## config.mk

```make
export PLATFORM = sky130hd
export DESIGN_NAME = qencoder_gen2
export DESIGN_NICKNAME = d
export VERILOG_FILES = /design/src/rtl/qencoder_gen2.sv
export SDC_FILE = /design/constraint.sdc
export NUM_CORES = 1
export LEC_CHECK = 0
export BUFFER_PORTS_ARGS = -buffer_cell sky130_fd_sc_hd__buf_2
export CAP_MARGIN = 20
export CORE_MARGIN = 2
export CORE_UTILIZATION = 55
export DETAILED_ROUTE_END_ITERATION = 6
export PLACE_DENSITY = 0.75
export SYNTH_ARGS = -nofsm -noshare
export SYNTH_HDL_FRONTEND = slang
export SYNTH_SLANG_ARGS = --single-unit
export TNS_END_PERCENT = 30
```

## constraint.sdc

```tcl
create_clock -name clk -period 10.7 [get_ports clk]
set_clock_uncertainty 0.1 [all_clocks]
set_input_delay 1.605 -clock clk [delete_from_list [all_inputs] [get_ports clk]]
set_output_delay 1.605 -clock clk [all_outputs]
set_load 0.01 [all_outputs]
```

## src/rtl/qencoder_gen2.sv

```systemverilog
// Quadrature decoder: sync + glitch filter, x1/x2/x4 position, windowed velocity; QENC_INDEX_EN adds index load.
// Latency: pin to filtered 2+NF cycles, position one cycle later; no backpressure, outputs are free-running.
module qencoder_gen2 #(
    parameter int NB     = 32,
    parameter int NF     = 4,
    parameter int NV     = 16,
    parameter int PERIOD = 1000
) (
    input  logic                 clk,
    input  logic                 i_reset,
    input  logic                 i_enable,
    input  logic [1:0]           i_encoder,
    input  logic                 i_index,
    input  logic [1:0]           i_mode,
    input  logic                 i_clear,
    output logic [NB-1:0]        o_position,
    output logic                 o_dir,
    output logic [NV-1:0]        o_velocity,
    output logic                 o_vel_valid,
    output logic                 o_error,
    output logic                 o_index_seen
);
    localparam int CW = (NF > 1) ? $clog2(NF) : 1;
    localparam int WW = $clog2(PERIOD);

    logic [1:0]          enc_s1_q, enc_s1_d, enc_s2_q, enc_s2_d;
    logic [1:0]          filt_q, filt_d, prev_q, prev_d;
    logic [1:0][CW-1:0]  fcnt_q, fcnt_d;
    logic [NB-1:0]       pos_q, pos_d;
    logic                dir_q, dir_d;
    logic [NV-1:0]       acc_q, acc_d, vel_q, vel_d, acc_sat;
    logic [WW-1:0]       win_q, win_d;
    logic                vld_q, vld_d, err_q, err_d;
    logic [NV:0]         sum;
    logic                both, a_chg, fwd, cnt_en, step, up, dn, last, idx_load;

    // Gray position of {A,B} along the forward sequence 00,10,11,01.
    function automatic logic [1:0] gidx(input logic [1:0] s);
        return {s[0], s[1] ^ s[0]};
    endfunction

`ifdef QENC_INDEX_EN
    logic idx_s1_q, idx_s1_d, idx_s2_q, idx_s2_d, idx_prev_q, idx_prev_d, seen_q, seen_d;
    assign idx_load     = idx_s2_q & ~idx_prev_q & i_enable;
    assign o_index_seen = seen_q;
`else
    logic unused_index;
    assign unused_index = i_index;
    assign idx_load     = 1'b0;
    assign o_index_seen = 1'b0;
`endif

    always_comb begin
        enc_s1_d = i_encoder;
        enc_s2_d = enc_s1_q;
        filt_d   = filt_q;
        fcnt_d   = fcnt_q;
        for (int i = 0; i < 2; i++) begin
            if (enc_s2_q[i] != filt_q[i]) begin
                if (fcnt_q[i] == CW'(NF - 1)) begin
                    filt_d[i] = enc_s2_q[i];
                    fcnt_d[i] = '0;
                end else begin
                    fcnt_d[i] = fcnt_q[i] + CW'(1);
                end
            end else begin
                fcnt_d[i] = '0;
            end
        end
        prev_d = filt_q;

        both  = &(filt_q ^ prev_q);
        a_chg = filt_q[1] ^ prev_q[1];
        fwd   = (gidx(filt_q) == gidx(prev_q) + 2'd1);
        case (i_mode)
            2'b00:   cnt_en = ((prev_q == 2'b10) && (filt_q == 2'b11)) ||
                              ((prev_q == 2'b11) && (filt_q == 2'b10));
            2'b01:   cnt_en = a_chg & ~both;
            default: cnt_en = (filt_q != prev_q) & ~both;
        endcase
        step = cnt_en & i_enable & ~i_clear & ~idx_load;
        up   = step & fwd;
        dn   = step & ~fwd;

        if (i_clear || idx_load) pos_d = '0;
        else if (up)             pos_d = pos_q + NB'(1);
        else if (dn)             pos_d = pos_q - NB'(1);
        else                     pos_d = pos_q;
        dir_d = step ? fwd : dir_q;

        // One extra bit of headroom; a sign mismatch between the top two bits means overflow.
        sum = {acc_q[NV-1], acc_q} + {{NV{dn}}, (up | dn)};
        if (sum[NV] != sum[NV-1]) acc_sat = sum[NV] ? {1'b1, {(NV-1){1'b0}}} : {1'b0, {(NV-1){1'b1}}};
        else                      acc_sat = sum[NV-1:0];

        last  = (win_q == WW'(PERIOD - 1));
        vld_d = last & i_enable & ~i_clear;
        vel_d = vld_d ? acc_sat : vel_q;
        if (i_clear) begin
            win_d = '0;
            acc_d = '0;
        end else if (i_enable) begin
            win_d = last ? '0 : win_q + WW'(1);
            acc_d = last ? '0 : acc_sat;
        end else begin
            win_d = win_q;
            acc_d = acc_q;
        end
        err_d = ~i_clear & (err_q | both);

`ifdef QENC_INDEX_EN
        idx_s1_d   = i_index;
        idx_s2_d   = idx_s1_q;
        idx_prev_d = idx_s2_q;
        seen_d     = ~i_clear & (seen_q | idx_load);
`endif
    end

    always_ff @(posedge clk or posedge i_reset) begin
        if (i_reset) begin
            enc_s1_q <= '0;
            enc_s2_q <= '0;
            filt_q   <= '0;
            prev_q   <= '0;
            fcnt_q   <= '0;
            pos_q    <= '0;
            dir_q    <= 1'b0;
            acc_q    <= '0;
            vel_q    <= '0;
            win_q    <= '0;
            vld_q    <= 1'b0;
            err_q    <= 1'b0;
`ifdef QENC_INDEX_EN
            idx_s1_q   <= 1'b0;
            idx_s2_q   <= 1'b0;
            idx_prev_q <= 1'b0;
            seen_q     <= 1'b0;
`endif
        end else begin
            enc_s1_q <= enc_s1_d;
            enc_s2_q <= enc_s2_d;
            filt_q   <= filt_d;
            prev_q   <= prev_d;
            fcnt_q   <= fcnt_d;
            pos_q    <= pos_d;
            dir_q    <= dir_d;
            acc_q    <= acc_d;
            vel_q    <= vel_d;
            win_q    <= win_d;
            vld_q    <= vld_d;
            err_q    <= err_d;
`ifdef QENC_INDEX_EN
            idx_s1_q   <= idx_s1_d;
            idx_s2_q   <= idx_s2_d;
            idx_prev_q <= idx_prev_d;
            seen_q     <= seen_d;
`endif
        end
    end

    assign o_position  = pos_q;
    assign o_dir       = dir_q;
    assign o_velocity  = vel_q;
    assign o_vel_valid = vld_q;
    assign o_error     = err_q;
endmodule
```

== After elaboration in Yosys (flattened, before gate mapping) ==
Cells that the tools add are included.
Cells by class
  reduce and logical (&&, ||, !) cells: 9
  add/subtract/negate cells: 7
  bitwise gates (word level): 18
  equality and inequality tests: 13
  multiplexer cells: 16
Operators by type and width (count)
  32-bit two-way mux: 3
  16-bit two-way mux: 5
  32-bit by 1-bit adder with 32-bit output (second input constant): 1
  32-bit by 1-bit subtractor with 32-bit output (second input constant): 1
  10-bit two-way mux: 3
  16-bit by 2-bit adder with 17-bit output: 1
  2-bit == test (second input constant): 6
  10-bit by 1-bit adder with 10-bit output (second input constant): 1
  10-bit == test (second input constant): 1
  1-bit AND: 9
  2-bit two-way mux: 4
  2-bit by 1-bit adder with 2-bit output (second input constant): 3
  2-bit AND reduction: 3
  1-bit inequality test: 3
  1-bit inverter: 3
  3-bit nonzero test: 1
  1-bit bitwise XOR: 3
  2-bit by 1-bit == test with 1-bit output (second input constant): 1
  2-bit == test: 1
  1-bit logical AND: 2
  2-bit zero test: 1
  2-bit inequality test: 1
  1-bit bitwise OR: 2
  1-bit one-hot mux with 2 select lines: 1
  other kinds (3): 3
Word-level totals
  word-level logic and storage cells: 77
  flip-flop bits (word level): 89
  input bits: 9

== Depth between registers and ports, before layout ==
Gate-level depths: netlist of the first run.
  depth after elaboration: 15
  gate-level depth with buffers: 21
  gate-level depth less buffers: 19

== Worst setup path after synthesis of the first run ==
No wires, ideal clock.
  path type: input-to-reg
  start: input port i_clear
  end: register pos_q[28] (netlist: o_position[28])
  slack: 4606 ps
  stages on the path: 16
  required time: 10478 ps
  path buffers: 2
  arrival: 5872 ps
  path through: clkbuf_1 -> nor2b_1 -> nand2_1 -> inv_1 -> buf_1 -> nand2_1 -> ha_1 -> nor2b_1 -> o31a_1 -> o31a_1 -> a311oi_4 -> a211oi_2 -> o311ai_2 -> a21boi_1 -> or3_1 -> a32o_1
Between the ends
  longest elaborated chain between the ends: 5
Ends and longest elaborated chain
  start, declared: line 15  | input logic i_clear,
  1-bit inverter (*): line 81  | step = cnt_en & i_enable & ~i_clear & ~idx_load;
  1-bit AND (*): line 81
  via step: line 35  | logic both, a_chg, fwd, cnt_en, step, up, dn, last, idx_load;
  1-bit AND: line 82  | up = step & fwd;
  32-bit two-way mux: line 86  | else if (up) pos_d = pos_q + NB'(1);
  32-bit two-way mux: line 85  | if (i_clear || idx_load) pos_d = '0;
  end signal, assigned: line 145  | pos_q <= pos_d;
  end, declared: line 29  | logic [NB-1:0] pos_q, pos_d;
Mark *: on every way through the listed nets, which the timed path passes. The rest lies on a longest branch.
A chain may end at the register's enable or synchronous reset.

== Worst setup path after layout of the first run ==
  start: input port i_mode[1]
  end: register vel_q[5] (netlist: o_velocity[5])
Between the ends
  longest elaborated chain between the ends: 9
Ends and longest elaborated chain
  start, declared: line 14  | input logic [1:0] i_mode,
  2-bit by 1-bit == test with 1-bit output / 2-bit zero test (equally long branches): line 75  | case (i_mode)
  1-bit one-hot mux with 2 select lines (*): line 75
  1-bit AND (*) (2 in a row): line 81
  1-bit AND, on equally long branches: line 82, 83
  1-bit bitwise OR: line 92  | sum = {acc_q[NV-1], acc_q} + {{NV{dn}}, (up | dn)};
  16-bit by 2-bit adder with 17-bit output (*): line 92
  16-bit two-way mux / 1-bit inequality test (equally long branches): line 93  | if (sum[NV] != sum[NV-1]) acc_sat = sum[NV] ? {1'b1, {(NV-1){1'b0}}} : {1'b0, {(NV-1){1'b1}}};
  16-bit two-way mux (*): line 93
  end signal, assigned: line 148  | vel_q <= vel_d;
  end, declared: line 31  | logic [NV-1:0] acc_q, acc_d, vel_q, vel_d, acc_sat;
Mark *: on every way between the ends. The rest lies on a longest branch, timed or not.

==> metrics.md, run 1 <==
| Metric | Value |
|---|---|
| CP arrival | `about 7 ns` |
| Diode count | `0` |
| Unique cell type count in the Yosys netlist | `60` |
| Clk root buf | `clkbuf_8` |
| Final Hold Violating Endpoints | `0` |
| Status | `finished clean` |
| Net Count, Synth | `approximately 700` |
| Worst hold path class | `reg2reg` |
| Top-count cell post-synth | `dfrtp_1` |
| Largest stage delay, worst path | `0.75 ns` |
| Overflow after GRT | `0` |
| Initial antenna violation count | `0` |
| Internal power | `between 1 and 1.5 mW` |
| IO Pins | `just over 60` |
| Final core occ | `0.623` |
| Switch share | `0.457` |
| NetSw | `approximately 960 uW` |
| Post-CTS Setup Repair Bufs | `0` |
| Remaining DRCs | `0` |
| Post-synth ARST share | `1.00` |
| Drt first pass iters | `4` |
| Layout area overhead | `11.3%` |
| Via Count | `4809` |
| Initial core utilization | `0.560` |
| Vias in the first global route | `approximately 4700` |
| Final cell count without fillers | `a little over 800` |
| FF+latch count, synth | `89` |
| Dpl cells | `roughly 810` |
| DR iter-0 viols | `about 220` |
| Top cells by area, synth | `dfrtp_1 39%, ha_1 12%, o21ai_0 5.8%` |
| Power share of the clock group | `0.124` |
| Syn Area/Cell | `approximately 9.1 sq um` |
| Layout cell share with drive strength beyond 1 | `0.134` |
| Detailed Place HPWL | `between 8 and 9 mm` |
| Synth Cell Area | `between 5000 and 6000 sq um` |
| Post-Synthesis Cells | `~630` |
| Clock-pin transition on the worst setup and hold timing paths | `0.09 ns` |
| Global Route Usage Sum | `0.231` |
| Slew Limit Headroom | `0.421` |
| Clk_lat worst skew | `approximately 0.36 ns` |
| Routability congestion estimate | `around 0.9` |
| CP top delay family | `compound AO/OA/AOI/OAI gates` |
| First-pass GRT wire length | `roughly 21 mm` |
| CTS tree | `done` |
| Antenna Nets Post-Route | `0` |
| Cell taking the most area after synthesis | `dfrtp_1` |
| DR WL/cell | `15.0 um` |
| CP required | `around 11 ns` |
| Post-cts repair resize count | `0` |
| Startpoint types | `input port` |
| Max Fclk | `148 MHz` |
| Worst slew pin tran | `just under 0.9 ns` |
| Final WL | `approximately 12 mm` |
| Core Region | `roughly 10000 sq um` |
| Crit. End Element | `flip-flop` |
| CP cell instances | `buf_2 > nor2_1 > o31ai_1 > nand2_1 > inv_1 > ha_1 > fa_1 > a21oi_1 > o21ai_0 > a311oi_1 > o31ai_1 > nand2_1 > a31oi_2 > and2_0 > nor2_1 > o21ai_0` |
| Vias per std cell | `between 5 and 6` |
| Seq/Total Area, Yosys | `0.389` |
| RSZ-0062 raised after global routing | `no` |
| Worst path slowest cell | `and2_0` |
| Time the worst path needs with I/O delays and setup | `~6.7 ns` |
| CTS Buf Count | `9` |
| Comb power frac | `0.651` |
| Synth top area share | `0.389` |
| Most used DFF post-synth | `dfrtp_1` |
| Nets | `around 750` |
| # Max-Cap Violations | `0` |
| PD cells | `roughly 330 nW/um^2` |
| Clock Path Buffers | `2` |
| Max Slew Vio Count | `0` |
| FP Rows | `37` |
| CTS Hold Bufs | `0` |
| Worst vdd ir | `approximately 0.00016 V` |
| Synth warn | `0` |
| Total Neg Setup Slack | `0 ns` |
| Pin count of the biggest net entering global routing | `61` |
| Fin Hold WS | `roughly 0.25 ns` |
| Period utilisation layout | `0.630` |
| H-tree depth | `3` |
| Die Area | `between 10000 and 15000 sq um` |
| Final setup vio count | `0` |
| Die W | `between 100 and 150 um` |
| Pre-CTS setup slack | `3.56 ns` |
| Crit Path Max Fanout | `27` |
| Share of total power in sequential cells | `0.225` |
| Final worst slack | `3.96 ns` |
| Worst setup path class | `in2reg` |
| Leak Pwr | `3.27 nW` |
| CTS sink count | `between 80 and 90` |
| Buffers and inverters on the worst path | `2` |
| Port Buffer Count | `58` |
| Commonest cells post-synth | `89 x dfrtp_1, 82 x nand2_1, 66 x o21ai_0, 54 x nor2_1, 53 x ha_1` |
| Number of synthesized flops with an enable pin | `0` |
| Die span in y | `106 um` |
layout make-up:
cell class / count / area, sq um
Clock buffer: 12 / 145
Tap cell: 136 / 170
Fill cell: 838 / 3850
Timing Repair Buffer: 64 / 335
Multi-Input combinational cell: 506 / 3360
Sequential cell: 89 / 2230
Clock inverter: 4 / 76.3
Inverter: 18 / 68.8
metrics by stage:
| stage | total power [mW] | instance area [sq um] |
|---|---|---|
| finish | 2.09 | 6380 |
| global route | 2.29 | 6380 |
| CTS | 2.10 | 6380 |
| detailed placement | 1.83 | 6160 |
| global placement | 1.79 | 6160 |
| floorplan | 1.55 | 5730 |
cell usage in the layout, fill, tap and decap left out, drive strengths merged, types with 4 or more instances in the layout:
| master | Yosys | layout |
|---|---|---|
| buf | 6 | 64 |
| nand4 | 4 | 4 |
| clkbuf | 14 | 12 |
| o21ai | 69 | 69 |
| a22o | 9 | 9 |
| and3 | 6 | 6 |
| a21oi | 50 | 50 |
| o211ai | 4 | 4 |
| xor2 | 28 | 28 |
| a211oi | 4 | 4 |
| a31oi | 7 | 7 |
| dfrtp | 89 | 89 |
| or3 | 4 | 4 |
| o21a | 7 | 7 |
| nand3 | 8 | 8 |
| o21bai | 4 | 4 |
| xnor2 | 19 | 19 |
| o31ai | 11 | 11 |
| nor3 | 8 | 8 |
| ha | 53 | 53 |
| nor2 | 54 | 54 |
| a21o | 19 | 19 |
| nor2b | 8 | 8 |
| nand2 | 82 | 82 |
| inv | 18 | 17 |
| nand2b | 5 | 5 |
metal layers:
| metal | global-route usage | up-vias | part of all wire | wire length (um) |
|---|---|---|---|---|
| li1 | - | 2371 | - | - |
| met1 | 0.274 | 2328 | 0.43 | 5380 |
| met2 | 0.421 | 95 | 0.52 | 6520 |
| met3 | 0.0417 | 15 | 0.035 | 439 |
| met4 | 0.0808 | 0 | 0.011 | 132 |
| met5 | 0 | - | 0 | 0 |
path summary, 6_finish.rpt:
check,depth (start not counted),end,slack (ns),startpoint
worst max-delay path,16,o_velocity[5],3.96,i_mode[1]
worst min-delay path,0,enc_s2_q[1],0.25,enc_s1_q[1]
worst max register to register,15,o_velocity[5],4.66,filt_q[0]
worst min register to register,0,enc_s2_q[1],0.25,enc_s1_q[1]
max in group asynchronous,3,o_position[20],8.20,i_reset
min in group asynchronous,2,o_error,1.15,i_reset
flip-flops by register name, indices dropped and copies added (netlist names):
name / cells
acc_q: 16
enc_s1_q: 2
enc_s2_q: 2
fcnt_q: 4
filt_q: 2
o_dir: 1
o_error: 1
o_position: 32
o_vel_valid: 1
o_velocity: 16
prev_q: 2
win_q: 10
logic make-up after synthesis:
group / after synthesis / synth area share
and+or+nand+nor: 192 / 0.150
buffers and inverters: 38 / 0.0262
xor gates and xnor gates: 47 / 0.0719
other: 1 / 0.000655
muxes: 4 / 0.00743
AOI/OAI and AO/OA: 207 / 0.233
adders and majority gates: 55 / 0.123
DFF: 89 / 0.389
power by group through the flow:
stage                     sequential [mW]  combinational, mW  clock, mW
after floorplan                     0.485               1.07          0
after global placement              0.474               1.31          0
after detailed placement            0.479               1.35          0
after CTS                           0.472               1.36      0.266
after global routing                0.482               1.52      0.281
final                               0.471               1.36      0.260
worst register-to-register path, cell delays in order, from the launching register on:
cell and delay, ns:
dfrtp_1 0.45, xor2_1 0.23, o31ai_1 0.43, nand2_1 0.63, inv_1 0.62, ha_1 0.28, fa_1 0.24, a21oi_1 0.10
o21ai_0 0.38, a311oi_1 0.23, o31ai_1 0.39, nand2_1 0.11, a31oi_2 0.64, and2_0 0.75, nor2_1 0.18, o21ai_0 0.20
Note: power is estimated with default switching activity, not from simulation.
==> run 2, diff against run 1 <==
- clock period: 10.7 -> 6.35 ns (I/O delays scaled with it)
==> run 2 against run 1 <==
  * Non-clock buffer count up 2
  * Combinational power up 69%
  * First-iteration DRC count up 8.3%
  * Hold slack improved by 0.0025 ns
  * Final area shrank 0.16%
  * Critical path depth grew 1
  * Clock-buffer cell count is 1 lower
==> metrics.md, run 2 (synthesis gave the netlist of run 1 again) <==
| Metric | Value |
|---|---|
| Routability congestion estimate | `~0.89` |
| Vias per std cell | `just under 6` |
| Die span in y | `106 um` |
| RSZ-0062 raised after global routing | `no` |
| Slew Limit Headroom | `0.396` |
| H-tree depth | `3` |
| Final setup vio count | `0` |
| CP arrival | `about 5.7 ns` |
| Vias in the first global route | `~4800` |
| FP Rows | `37` |
| Final worst slack | `between 0.8 and 0.9 ns` |
| Met3 usage | `0.0380` |
| Pre-CTS setup slack | `between 0.4 and 0.5 ns` |
| Initial core utilization | `0.560` |
| Most Used Layer, Global Route | `met2` |
| Final Hold Violating Endpoints | `0` |
| Port Buffer Count | `just under 60` |
| Commonest non-fill, non-tap cell in the layout | `dfrtp_1` |
| Worst hold path class | `reg2reg` |
| Layout area overhead | `11.2%` |
| Clock-pin transition on the worst setup and hold timing paths | `about 0.090 ns` |
| Post-cts repair resize count | `0` |
| Global Route Usage Sum | `0.229` |
| Final WL | `around 12 mm` |
| Internal power | `roughly 1.9 mW` |
| Clk_lat worst skew | `between 0.3 and 0.4 ns` |
| Crit Path Max Fanout | `15` |
| Total power | `between 3 and 4 mW` |
| Dpl cells | `between 800 and 900` |
| Placed inst area | `roughly 6200 sq um` |
| Met1 global-route usage | `0.272` |
| Via Count | `approximately 4800` |
| Remaining DRCs | `0` |
| Layout cell share with drive strength beyond 1 | `0.138` |
| Register area | `between 2000 and 2500 sq um` |
| CTS tree | `done` |
| Post-CTS Setup Repair Bufs | `0` |
| Die W | `around 110 um` |
| Detailed Place HPWL | `8.97 mm` |
| # Max-Cap Violations | `0` |
| Initial antenna violation count | `0` |
| Multi-input gate area | `between 3000 and 4000 sq um` |
| CTS Hold Bufs | `0` |
| Worst slew pin tran | `between 0.8 and 0.9 ns` |
| Comb power frac | `0.657` |
| Time the worst path needs with I/O delays and setup | `roughly 5.5 ns` |
| Pin count of the biggest net entering global routing | `64` |
| Crit. End Element | `flip-flop` |
| Power share of the clock group | `0.115` |
| Worst setup path class | `in2reg` |
| Startpoint types | `input port` |
| Overflow after GRT | `0` |
| Status | `finished clean` |
| Most frequent cells in the layout | `89 x dfrtp_1, 82 x nand2_1, 66 x o21ai_0` |
| Period utilisation layout | `0.859` |
| Fin Hold WS | `0.255 ns` |
| IO Pins | `61` |
| Clk root buf | `clkbuf_8` |
| Max Fclk | `between 150 and 200 MHz` |
| Antenna Nets Post-Route | `0` |
| CTS Buf Count | `9` |
| Leak Pwr | `approximately 3.3 nW` |
| Share of total power in sequential cells | `0.227` |
| Max Slew Vio Count | `0` |
| Nets | `approximately 750` |
| Switch share | `0.463` |
| Diode count | `0` |
| NetSw | `between 1.5 and 2 mW` |
| Max FFs per register | `32` |
| Worst vdd ir | `0.000260 V` |
| Final cell count without fillers | `around 830` |
| CTS sink count | `slightly below 90` |
| PD cells | `549 nW/um^2` |
| First-pass GRT wire length | `around 21 mm` |
| Total Neg Setup Slack | `0 ns` |
| CP required | `about 6.6 ns` |
| DR WL/cell | `about 15 um` |
| Final Cell Area | `6370 sq um` |
| Final core occ | `0.622` |
| DR iter-0 viols | `approximately 240` |
| Core Region | `10200 sq um` |
| Clock Path Buffers | `2` |
| Drt first pass iters | `4` |
| GR Util met2 | `0.411` |
| Die Area | `11200 sq um` |
| FILL cells | `between 800 and 900` |
[run 2: changes by cell type in the layout (fill, tap and decap cells not counted), sizes merged]
| cell | delta |
|---|---|
| buf | +2 |
| clkbuf | -1 |
| bufinv | -1 |
| clkinvlp | +1 |
| clkinv | +1 |
[run 2: final cells by class]
cell class / count / area share
clock inverter: 5 / 0.00864
inverter: 18 / 0.0108
tap: 136 / 0.0267
multi-input combinational: 506 / 0.527
timing repair buffer: 66 / 0.0550
clock buffer: 11 / 0.0222
sequential: 89 / 0.350
[run 2: final timing paths]
path                                   from            end  slack, ns  cells after the start
worst max-delay path              i_mode[1]       acc_q[2]       0.89                     17
worst min-delay path            enc_s1_q[0]    enc_s2_q[0]       0.25                      0
worst max register to register    filt_q[0]       acc_q[2]       0.93                     16
worst min register to register  enc_s1_q[0]    enc_s2_q[0]       0.25                      0
max in group asynchronous           i_reset  o_velocity[4]       4.53                      3
min in group asynchronous           i_reset  o_position[3]       0.47                      2
[run 2: power by group through the flow]
stage,registers (mW),clock network (mW),logic [mW]
floorplan,0.817,0,1.80
global placement,0.800,0,2.21
detailed placement,0.806,0,2.28
CTS,0.795,0.408,2.30
global route,0.814,0.431,2.56
finish,0.794,0.404,2.30
[run 2: worst max-delay path, cell delays in order]
cell and delay (ns):
buf_2 0.09, nor2_1 0.05, o31ai_1 0.45, nand2_1 0.35, inv_1 0.16, buf_4 0.23, ha_1 0.21, fa_1 0.24
a21oi_1 0.10, o21ai_0 0.35, a311oi_1 0.22, o31ai_1 0.37, nand2_1 0.11, a31oi_2 0.62, and2_0 0.77, nor2_1 0.17
o21ai_0 0.19
[run 2: metal layers]
metal,routed length [um],up-vias
li1,-,2374
met1,5510,2321
met2,6290,71
met3,341,22
met4,227,0
met5,0,-
